$ cat src/rtl/systolic_ctrl.sv
// Sequencer for one weight-stationary tile job: weight load, A-row streaming, C write-back.
// Optional busy-cycle counter output perf_cycles enabled by defining SYSTOLIC_CTRL_PERF_EN.
module systolic_ctrl #(
  parameter int unsigned N_SIZE   = 32,
  parameter int unsigned MAX_ROWS = 512,
  parameter int unsigned ROW_W    = $clog2(MAX_ROWS + 1),
  parameter int unsigned ADDR_W   = $clog2(MAX_ROWS)
) (
  input  logic              clk,
  input  logic              rst_n,
  input  logic              start,
  input  logic [ROW_W-1:0]  num_rows,
  input  logic              wt_ready,
  output logic              busy,
  output logic              done,
  output logic              wt_en,
  output logic              valid_in,
  output logic              a_rd_en,
  output logic [ADDR_W-1:0] a_rd_addr,
  output logic              c_wr_en,
  output logic [ADDR_W-1:0] c_wr_addr
`ifdef SYSTOLIC_CTRL_PERF_EN
  ,
  output logic [31:0]       perf_cycles
`endif
);

  typedef enum logic [2:0] {
    IDLE    = 3'd0,
    LOAD_WT = 3'd1,
    STREAM  = 3'd2,
    DRAIN   = 3'd3,
    DONE    = 3'd4
  } state_t;

  state_t             state;
  logic [ROW_W-1:0]   rows;
  logic [N_SIZE-1:0]  dly;
  logic [ADDR_W-1:0]  last_addr;

  assign last_addr = ADDR_W'(rows - ROW_W'(1));

  // Weights are latched straight off wt_ready while the tile is being loaded.
  assign wt_en   = (state == LOAD_WT) && wt_ready;
  // The array's pipeline latency is modelled by a plain N_SIZE-deep delay line.
  assign c_wr_en = dly[N_SIZE-1];

  always_ff @(posedge clk) begin
    if (!rst_n) begin
      state     <= IDLE;
      rows      <= '0;
      dly       <= '0;
      busy      <= 1'b0;
      done      <= 1'b0;
      valid_in  <= 1'b0;
      a_rd_en   <= 1'b0;
      a_rd_addr <= '0;
      c_wr_addr <= '0;
    end else begin
      done     <= 1'b0;
      valid_in <= a_rd_en;
      dly      <= {dly[N_SIZE-2:0], valid_in};
      if (c_wr_en) begin
        c_wr_addr <= c_wr_addr + ADDR_W'(1);
      end
      case (state)
        IDLE: begin
          if (start && (num_rows != '0)) begin
            rows  <= (num_rows > ROW_W'(MAX_ROWS)) ? ROW_W'(MAX_ROWS) : num_rows;
            state <= LOAD_WT;
            busy  <= 1'b1;
          end
        end
        LOAD_WT: begin
          if (wt_ready) begin
            state     <= STREAM;
            a_rd_en   <= 1'b1;
            a_rd_addr <= '0;
          end
        end
        STREAM: begin
          if (a_rd_addr == last_addr) begin
            state     <= DRAIN;
            a_rd_en   <= 1'b0;
            a_rd_addr <= '0;
          end else begin
            a_rd_addr <= a_rd_addr + ADDR_W'(1);
          end
        end
        DRAIN: begin
          if (c_wr_en && (c_wr_addr == last_addr)) begin
            state     <= DONE;
            done      <= 1'b1;
            c_wr_addr <= '0;
          end
        end
        DONE: begin
          state <= IDLE;
          busy  <= 1'b0;
        end
        default: begin
          state <= IDLE;
          busy  <= 1'b0;
        end
      endcase
    end
  end

`ifdef SYSTOLIC_CTRL_PERF_EN
  logic [31:0] cyc_cnt;

  // Count reads 1 in the first busy cycle, so the value held in DONE is the full job length.
  always_ff @(posedge clk) begin
    if (!rst_n) begin
      cyc_cnt     <= '0;
      perf_cycles <= '0;
    end else begin
      if (state == IDLE) begin
        cyc_cnt <= 32'd1;
      end else if (cyc_cnt != '1) begin
        cyc_cnt <= cyc_cnt + 32'd1;
      end
      if (state == DONE) begin
        perf_cycles <= cyc_cnt;
      end
    end
  end
`endif

endmodule

$ cat config.mk
export PLATFORM = sky130hd
export DESIGN_NAME = systolic_ctrl
export DESIGN_NICKNAME = d
export VERILOG_FILES = /design/src/rtl/systolic_ctrl.sv
export SDC_FILE = /design/constraint.sdc
export NUM_CORES = 1
export LEC_CHECK = 0
export BUFFER_PORTS_ARGS = -buffer_cell sky130_fd_sc_hd__buf_4
export CAP_MARGIN = 20
export CORE_AREA = 2 2 92 116
export DETAILED_ROUTE_END_ITERATION = 8
export DIE_AREA = 0 0 94 118
export PLACE_DENSITY_LB_ADDON = 0.25
export SYNTH_ARGS = -nofsm -noshare
export SYNTH_HDL_FRONTEND = slang
export SYNTH_SLANG_ARGS = --single-unit
$ cat constraint.sdc
create_clock -name clk -period 2.7 [get_ports clk]
set_input_delay 0.135 -clock clk [delete_from_list [all_inputs] [get_ports clk]]
set_output_delay 0.135 -clock clk [all_outputs]
set_load 0.02 [all_outputs]
## Word level (Yosys, flattened, before mapping)

Index checks and enable logic that the tools add are counted.
W data, S select, Z words.

- Word-level logic and storage cells: 54
- Input bits: 14
- Output and inout bits: 24
- Bits in registers: 66

- Muxes and demuxes: 18
- Reduce and logical (&&, ||, !) cells: 13
- Eq/ne operators: 9
- Bitwise gates (word level): 1
- Add/subtract/negate cells: 3
- Magnitude comparators: 1

Operator list:

| cell | count |
|---|---|
| $mux W9 | 6 |
| $add A9 B1 Y9 const B | 2 |
| $eq A9 B9 Y1 | 2 |
| $pmux W9 S2 | 1 |
| $mux W3 | 4 |
| $pmux W3 S4 | 1 |
| $gt A10 B10 Y1 const B | 1 |
| $reduce_bool A10 Y1 | 1 |
| $sub A9 B1 Y9 const B | 1 |
| $ne A2 B2 Y1 const B | 4 |
| $reduce_and A2 Y1 | 4 |
| $eq A3 B2 Y1 const B | 2 |
| $mux W1 | 4 |
| $pmux W1 S2 | 2 |
| $reduce_and A4 Y1 | 1 |
| $eq A3 B1 Y1 const B | 1 |
| $logic_and A1 B1 Y1 | 3 |
| $logic_not A3 Y1 | 1 |
| $reduce_and A3 Y1 | 1 |
| $reduce_or A3 Y1 | 1 |
| $reduce_bool A2 Y1 | 1 |
| $not A1 Y1 | 1 |

## Depth between registers and ports, before layout

Gate-level depths: netlist of the first run.

- Depth after elaboration: 5
- Mapped depth: 10
- Mapped depth without buffers: 8

## Least setup slack after synthesis of the first run

No wires, ideal clock.

- Path kind: reg-to-reg
- From: register rows[0]
- To: register c_wr_addr[0]
- Period minus slack after synthesis: 2.243 ns
- Data required time: 2.565 ns
- Setup time: 0.135 ns
- Arrival time: 2.108 ns
- Setup slack: 0.457 ns
- Buffers on the path: 2
- Stages on the path, launching flop included: 11
- Cells stage by stage: dfxtp_1 buf_6 inv_1 ha_1 nor3b_4 nor4b_1 a32oi_1 and3_1 buf_6 o41ai_4 nor2_1

- Longest elaborated chain between the ends: 5

RTL lines:

| item | line | source |
|---|---|---|
| start: declaration | 37 | `logic [ROW_W-1:0] rows;` |
| start signal: assignment | 69 | `rows <= (num_rows > ROW_W'(MAX_ROWS)) ? ROW_W'(MAX_ROWS) : num_rows;` |
| $sub A9 B1 Y9 | 41 | `assign last_addr = ADDR_W'(rows - ROW_W'(1));` |
| $eq A9 B9 Y1 | 91 | `if (c_wr_en && (c_wr_addr == last_addr)) begin` |
| $logic_and A1 B1 Y1 | 91 |  |
| $mux W9 | 91 |  |
| $mux W9 | 66 | `case (state)` |
| end signal: assignment | 64 | `c_wr_addr <= c_wr_addr + ADDR_W'(1);` |
| end: declaration | 21 | `output logic [ADDR_W-1:0] c_wr_addr` |

Every way passes these cells.
A chain may end at the register's enable or synchronous reset.

## Worst setup path after layout of the first run

- From: register rows[0]
- To: register c_wr_addr[2]

The elaborated chain is that of the path after synthesis.

==> results_dict.tcl, run 1 <==
set metrics [dict create \
    synthesis.nets 328 \
    crit_path_end_kind "flip-flop" \
    setup_viol 0 \
    portBuffers 37 \
    yosysSeqAreaShare_pct 45.4 \
    dpl.hpwl_microns 4570 \
    num_io_pins 38 \
    syn_area_sq_um 2910 \
    tightest_slew_ns 0.709 \
    power_leakage_nw 1.45 \
    synth_top_area_share_pct 45.4 \
    outcome "completed" \
    dr.first_iter.drc_count 81 \
    dp_slack_ns 0.228 \
    drt_wl_total_microns 6430 \
    cp.required_ns 2.93 \
    maxCapViolCount 0 \
    drv_slew 0 \
    cts_max_path_buffers 2 \
    syn2layout_area_growth_pct 24.8 \
    period_needed_ns 2.35 \
    wl_per_cell_microns 13.4 \
    synth_top_flop_cell "dfxtp_1" \
    path_max_fanout 9 \
    crit_path_top_delay_cell "nor3b_4" \
    fin_nets 363 \
    ir_worst_vdd_v 0.000312 \
    vias_per_cell 4.74 \
    setup-tns-final_ns 0 \
    p_total_mw 2.51 \
    finalClockSkew_ns 0.00824 \
    grt-ovfl-total 0 \
    power_density_nw_per_um2 691 \
    synth.distinct_cells 46 \
    h-tree-depth 3 \
    initial_core_util_pct 29.1 \
    grt_usage_pct 12.3 \
    drtPass1Iterations 4 \
    synth_area_per_cell_sq_um 9.35 \
    async_reset_ff_share_pct 0 \
    ys_warn_count 0 \
    clk_pin_slew_ns 0.06 \
    cts_made_buffers 9 \
    synth_cells 311 \
    antennaDiodeCount 0 \
    max_slew_margin_pct 52.4 \
    vias 2273 \
    route.detailed.drc 0 \
    die-area_sq_um 11100 \
    worstPathArrival_ns 2.58 \
    die_y_microns 118 \
    worst_slack_ns 0.346 \
    grt_max_degree 58 \
    grt_pass1_vias 2148 \
    synth-seq-cells 66 \
    timing.final.crit_share_pct 87.2 \
    fp.dieW_microns 94 \
    hold_path.class "in2reg" \
    gp_congestion 0.734 \
    yosys-top-cells-area "dfxtp_1, and2_1, xnor2_1" \
    worstPathCellList "inv_1 -> ha_1 -> nor3b_4 -> nor4b_1 -> a32oi_1 -> and3_1 -> o41ai_4 -> buf_4 -> nor2_1" \
    clock_latency_ns 0.33 \
    synth_edf_count 0 \
    antenna_found_initial 0 \
    fmax_ghz 0.425 \
    final_layout_size_suffix_gt1_share_pct 18.2 \
    synth_top_area_cell "dfxtp_1" \
    finalHoldViolCount 0 \
    fp.coreArea_sq_um 10000 \
    cts.sinks 66 \
    start_kind "flip-flop" \
    rows 41 \
    ant_nets 0 \
    critical_path_class "reg2reg" \
    rsz0062_at_grt "no" \
    grt_pass1_wl_microns 10600 \
    slowest_delay_ns 0.40 \
    cts_tree "yes" \
    ctsHoldBuffers 0 \
    cts.root.buffer_cell "clkbuf_16" \
]
[state kept, by name (all words and copies together) (netlist names)]
signal and count:
c_wr_addr 9, a_rd_addr 9, done 1, a_rd_en 1, busy 1, valid_in 1
rows 9, dly 32, state 3
[worst max-delay path: cells and delay by family (launching register included)]
family,cells,cell delay [ns]
buffers and inverters,2,0.29
adder cells (fa/ha/maj),1,0.18
AO/OA/AOI/OAI,2,0.40
flip-flops,1,0.37
AND/OR/NAND/NOR,4,1.00
[path summary, 6_finish.rpt]
path,startpoint,to,slack [ns],cells after the start
worst max-delay path,rows[0],c_wr_addr[2],0.35,9
worst min-delay path,wt_ready,state[1],0.17,3
worst max register to register,rows[0],c_wr_addr[2],0.35,9
worst min register to register,dly[11],dly[12],0.43,1
[layout make-up]
| cell class | count | area [sq um] |
|---|---|---|
| clock inverters | 6 | 95.1 |
| flip-flops and latches | 66 | 1320 |
| clock buffers | 10 | 239 |
| fillers | 1041 | 6370 |
| well taps | 129 | 161 |
| multi-input cells | 223 | 1490 |
| repair buffers | 41 | 308 |
| inverters | 5 | 18.8 |
[logic make-up after synthesis]
logic type               count (synthesis)  share of synthesized area [%]
XOR/XNOR                                35                           10.5
buffers and inverters                   22                           3.48
flip-flops                              66                           45.4
multiplexers                             2                          0.688
AO/OA/AOI/OAI                           38                           9.55
adder cells (fa/ha/maj)                  3                           1.29
AND/OR/NAND/NOR                        145                           29.0
[Yosys cell counts (2+ instances only)]
cell type  count
a41oi_1        3
o211ai_1       4
buf_6          2
nor2b_1       13
xor2_1        17
nand4b_1       3
o21ai_0        3
nand2b_1       3
inv_1          5
nor3_1         5
nor4_1         7
a31oi_1        2
a21oi_1       14
xnor2_1       18
nor2_1        22
nand3b_1       2
and2_1        33
dfxtp_1       66
and3_1         9
o2111ai_1      3
nand4_1        5
ha_1           3
or2_2          2
nor3b_1        9
nand3_1        8
clkbuf_1      12
nand2_1       17
mux2i_1        2
buf_2          2
[through the flow]
stage | instances | area, sq um | util, % | hold slack [ns]
detailed placement | 463 | 3290 | 32.9 | 0.418
finish | 480 | 3630 | 36.3 | 0.169
global placement | 463 | 3290 | 32.9 | 0.416
floorplan | 311 | 2910 | - | 0.328
global route | 480 | 3630 | 36.3 | 0.173
CTS | 479 | 3620 | 36.2 | 0.160
[metal layers]
layer / vias to the layer above / global-route usage [%] / part of all wire [%] / routed length [microns]
met5: - / 0 / 0 / 0
met4: 0 / 5.71 / 2.3 / 146
met3: 13 / 4.16 / 4.9 / 312
met2: 50 / 20.1 / 51 / 3260
met1: 1060 / 14.1 / 42 / 2710
li1: 1150 / - / - / -
[timing repair]
item	CTS	global route
endpoints found under the setup margin	0	4
buffers inserted	0	1
resized for setup	0	0
[layout by cell type, fill, tap and decap left out, types with 7 or more instances in the layout]
cell type,netlist,final
nor2_1,22,22
a21oi_1,14,14
nor4_1,7,7
nand3_1,8,8
nor2b_1,13,13
nand2_1,17,17
clkbuf_16,0,9
dfxtp_1,66,66
and3_1,9,9
xor2_1,17,17
and2_1,33,33
nor3b_1,9,9
buf_4,0,41
xnor2_1,18,18
[where the power goes]
group          switching, mW  total [mW]  internal [mW]
Combinational          0.113       0.207         0.0944
Sequential            0.0224        1.01          0.988
Clock                  0.447        1.29          0.844
Power figures use the tool's default switching activity.
==> inputs of run 2 (changes only) <==
--- a/config.mk
+++ b/config.mk
@@ -11,5 +11,4 @@
 export DETAILED_ROUTE_END_ITERATION = 8
 export DIE_AREA = 0 0 94 118
-export PLACE_DENSITY_LB_ADDON = 0.25
 export SYNTH_ARGS = -nofsm -noshare
 export SYNTH_HDL_FRONTEND = slang
==> constraint.sdc (replaced) <==
create_clock -name clk -period 2.7 [get_ports clk]
set_input_delay 0.54 -clock clk [delete_from_list [all_inputs] [get_ports clk]]
set_output_delay 0.54 -clock clk [all_outputs]
set_load 0.02 [all_outputs]
==> run 2 against run 1 <==
Non-clock buffer count increased by 5. Count of clock-buffer cells in the layout increased by 2. Critical path type unchanged. Utilization increased by 0.43 points.
==> results_dict.tcl, run 2 (synthesis results as in run 1) <==
set metrics [dict create \
    grt_pass1_vias 2279 \
    pwr-share-comb_pct 8.7 \
    period_needed_ns 2.43 \
    hold_slack_ns 0.429 \
    worstPathCellList "inv_1 -> ha_1 -> nor3b_4 -> buf_4 -> xnor2_1 -> nor4_1 -> o2111ai_1 -> buf_4 -> a41oi_1 -> o22ai_1" \
    fp.coreArea_sq_um 10000 \
    slowest_delay_ns 0.40 \
    ant_nets 0 \
    dpl.hpwl_microns 4550 \
    cts_resized 0 \
    fmax_ghz 0.412 \
    gp_congestion 0.772 \
    p_clk_share_pct 51.1 \
    finalClockSkew_ns 0.00767 \
    hold_path.class "reg2reg" \
    grt_max_degree 58 \
    syn2layout_area_growth_pct 26.2 \
    route.detailed.drc 0 \
    utilization_pct 36.7 \
    ctsHoldBuffers 0 \
    multiInputGateArea_sq_um 1490 \
    final_layout_size_suffix_gt1_share_pct 19.4 \
    h-tree-depth 3 \
    dp_slack_ns 0.211 \
    largest_reg_flops 32 \
    seq_power_share_pct 40.3 \
    outcome "completed" \
    grt-ovfl-total 0 \
    finalNonFillerCells 485 \
    drt_wl_total_microns 6290 \
    cts.sinks 66 \
    crit_path_top_delay_cell "dfxtp_1" \
    wl_per_cell_microns 13.0 \
    final_common_cell "dfxtp_1" \
    setup_viol 0 \
    worstPathArrival_ns 2.64 \
    dpl-instance-area_sq_um 3300 \
    die_y_microns 118 \
    clock_latency_ns 0.32 \
    finalHoldViolCount 0 \
    clk_pin_slew_ns 0.05 \
    cts_max_path_buffers 2 \
    cts_made_buffers 9 \
    power_density_nw_per_um2 683 \
    p_sw_share_pct 21.3 \
    setup-tns-final_ns 0 \
    drv_slew 0 \
    rsz0062_at_grt "no" \
    cts.root.buffer_cell "clkbuf_16" \
    start_kind "flip-flop" \
    timing.final.crit_share_pct 90.0 \
    p_int_mw 1.97 \
    postCtsSetupBuffers 0 \
    design_area_sq_um 3670 \
    max_slew_margin_pct 58.2 \
    crit_path_end_kind "flip-flop" \
    seq_area_sq_um 1320 \
    drtPass1Iterations 4 \
    ir_worst_vdd_v 0.000376 \
    dr.first_iter.drc_count 82 \
    crit_top_cell "buf_4" \
    initial_core_util_pct 29.1 \
    power_leakage_nw 1.48 \
    vias_per_cell 4.71 \
    n_fill_cell 1027 \
    antenna_found_initial 0 \
    p_sw_uw 533 \
    dp.cells 465 \
    cp.required_ns 2.91 \
    portBuffers 37 \
    fin_nets 368 \
    worst_slack_ns 0.270 \
    maxCapViolCount 0 \
    top_register "dly" \
    antennaDiodeCount 0 \
    vias 2284 \
    p_total_mw 2.51 \
    critPathBufInv 3 \
    die-area_sq_um 11100 \
    path_max_fanout 11 \
    tightest_slew_ns 0.624 \
    rows 41 \
    cts_tree "yes" \
    num_io_pins 38 \
    grt_pass1_wl_microns 10700 \
    crit_family "compound AO/OA/AOI/OAI gates" \
    final_cell_mix "dfxtp_1, buf_4, and2_1, nor2_1, xnor2_1" \
    grt_usage_pct 12.1 \
    fp.dieW_microns 94 \
    critical_path_class "reg2reg" \
]
run 2: cell types whose count changed in the layout (fill, tap and decap cells not counted):
cell | before | now
buf_4 | 41 | 46
clkbuf_8 | 1 | 3
clkinv_2 | 0 | 1
clkinv_4 | 1 | 0
clkinvlp_4 | 0 | 1
inv_6 | 3 | 0
run 2: layer usage:
metal,vias to the layer above,GRT usage [%],share of wire [%]
met5,-,0,0
met4,0,4.62,1.4
met3,7,3.20,3.4
met2,27,20.8,51
met1,1091,14.2,44
li1,1159,-,-
run 2: path summary, 6_finish.rpt:
path	start	to	slack (ns)	depth (start not counted)
worst max-delay path	rows[1]	a_rd_addr[4]	0.27	10
worst min-delay path	dly[17]	dly[18]	0.43	1
worst max register to register	rows[1]	a_rd_addr[4]	0.27	10
worst min register to register	dly[17]	dly[18]	0.43	1
run 2: layout make-up:
class	instances	share of cell area [%]
clock buffer	12	7.26
clock inverter	4	1.98
inverter	5	0.511
multi-input combinational	223	40.5
sequential	66	36.0
tap	129	4.40
timing repair buffer	46	9.40
run 2: power by group through the flow:
| stage | Clock (mW) | Combinational (mW) | Sequential (mW) |
|---|---|---|---|
| after floorplan | 0 | 0.157 | 1.03 |
| after global placement | 0 | 0.203 | 1.03 |
| after detailed placement | 0 | 0.207 | 1.03 |
| after CTS | 1.31 | 0.208 | 1.01 |
| after global routing | 1.36 | 0.241 | 1.01 |
| final | 1.28 | 0.217 | 1.01 |
run 2: worst reg2reg max path: stages, from the launching register on:
cell	delay, ns
dfxtp_1	0.40
inv_1	0.07
ha_1	0.20
nor3b_4	0.15
buf_4	0.17
xnor2_1	0.13
nor4_1	0.28
o2111ai_1	0.32
buf_4	0.28
a41oi_1	0.22
o22ai_1	0.09
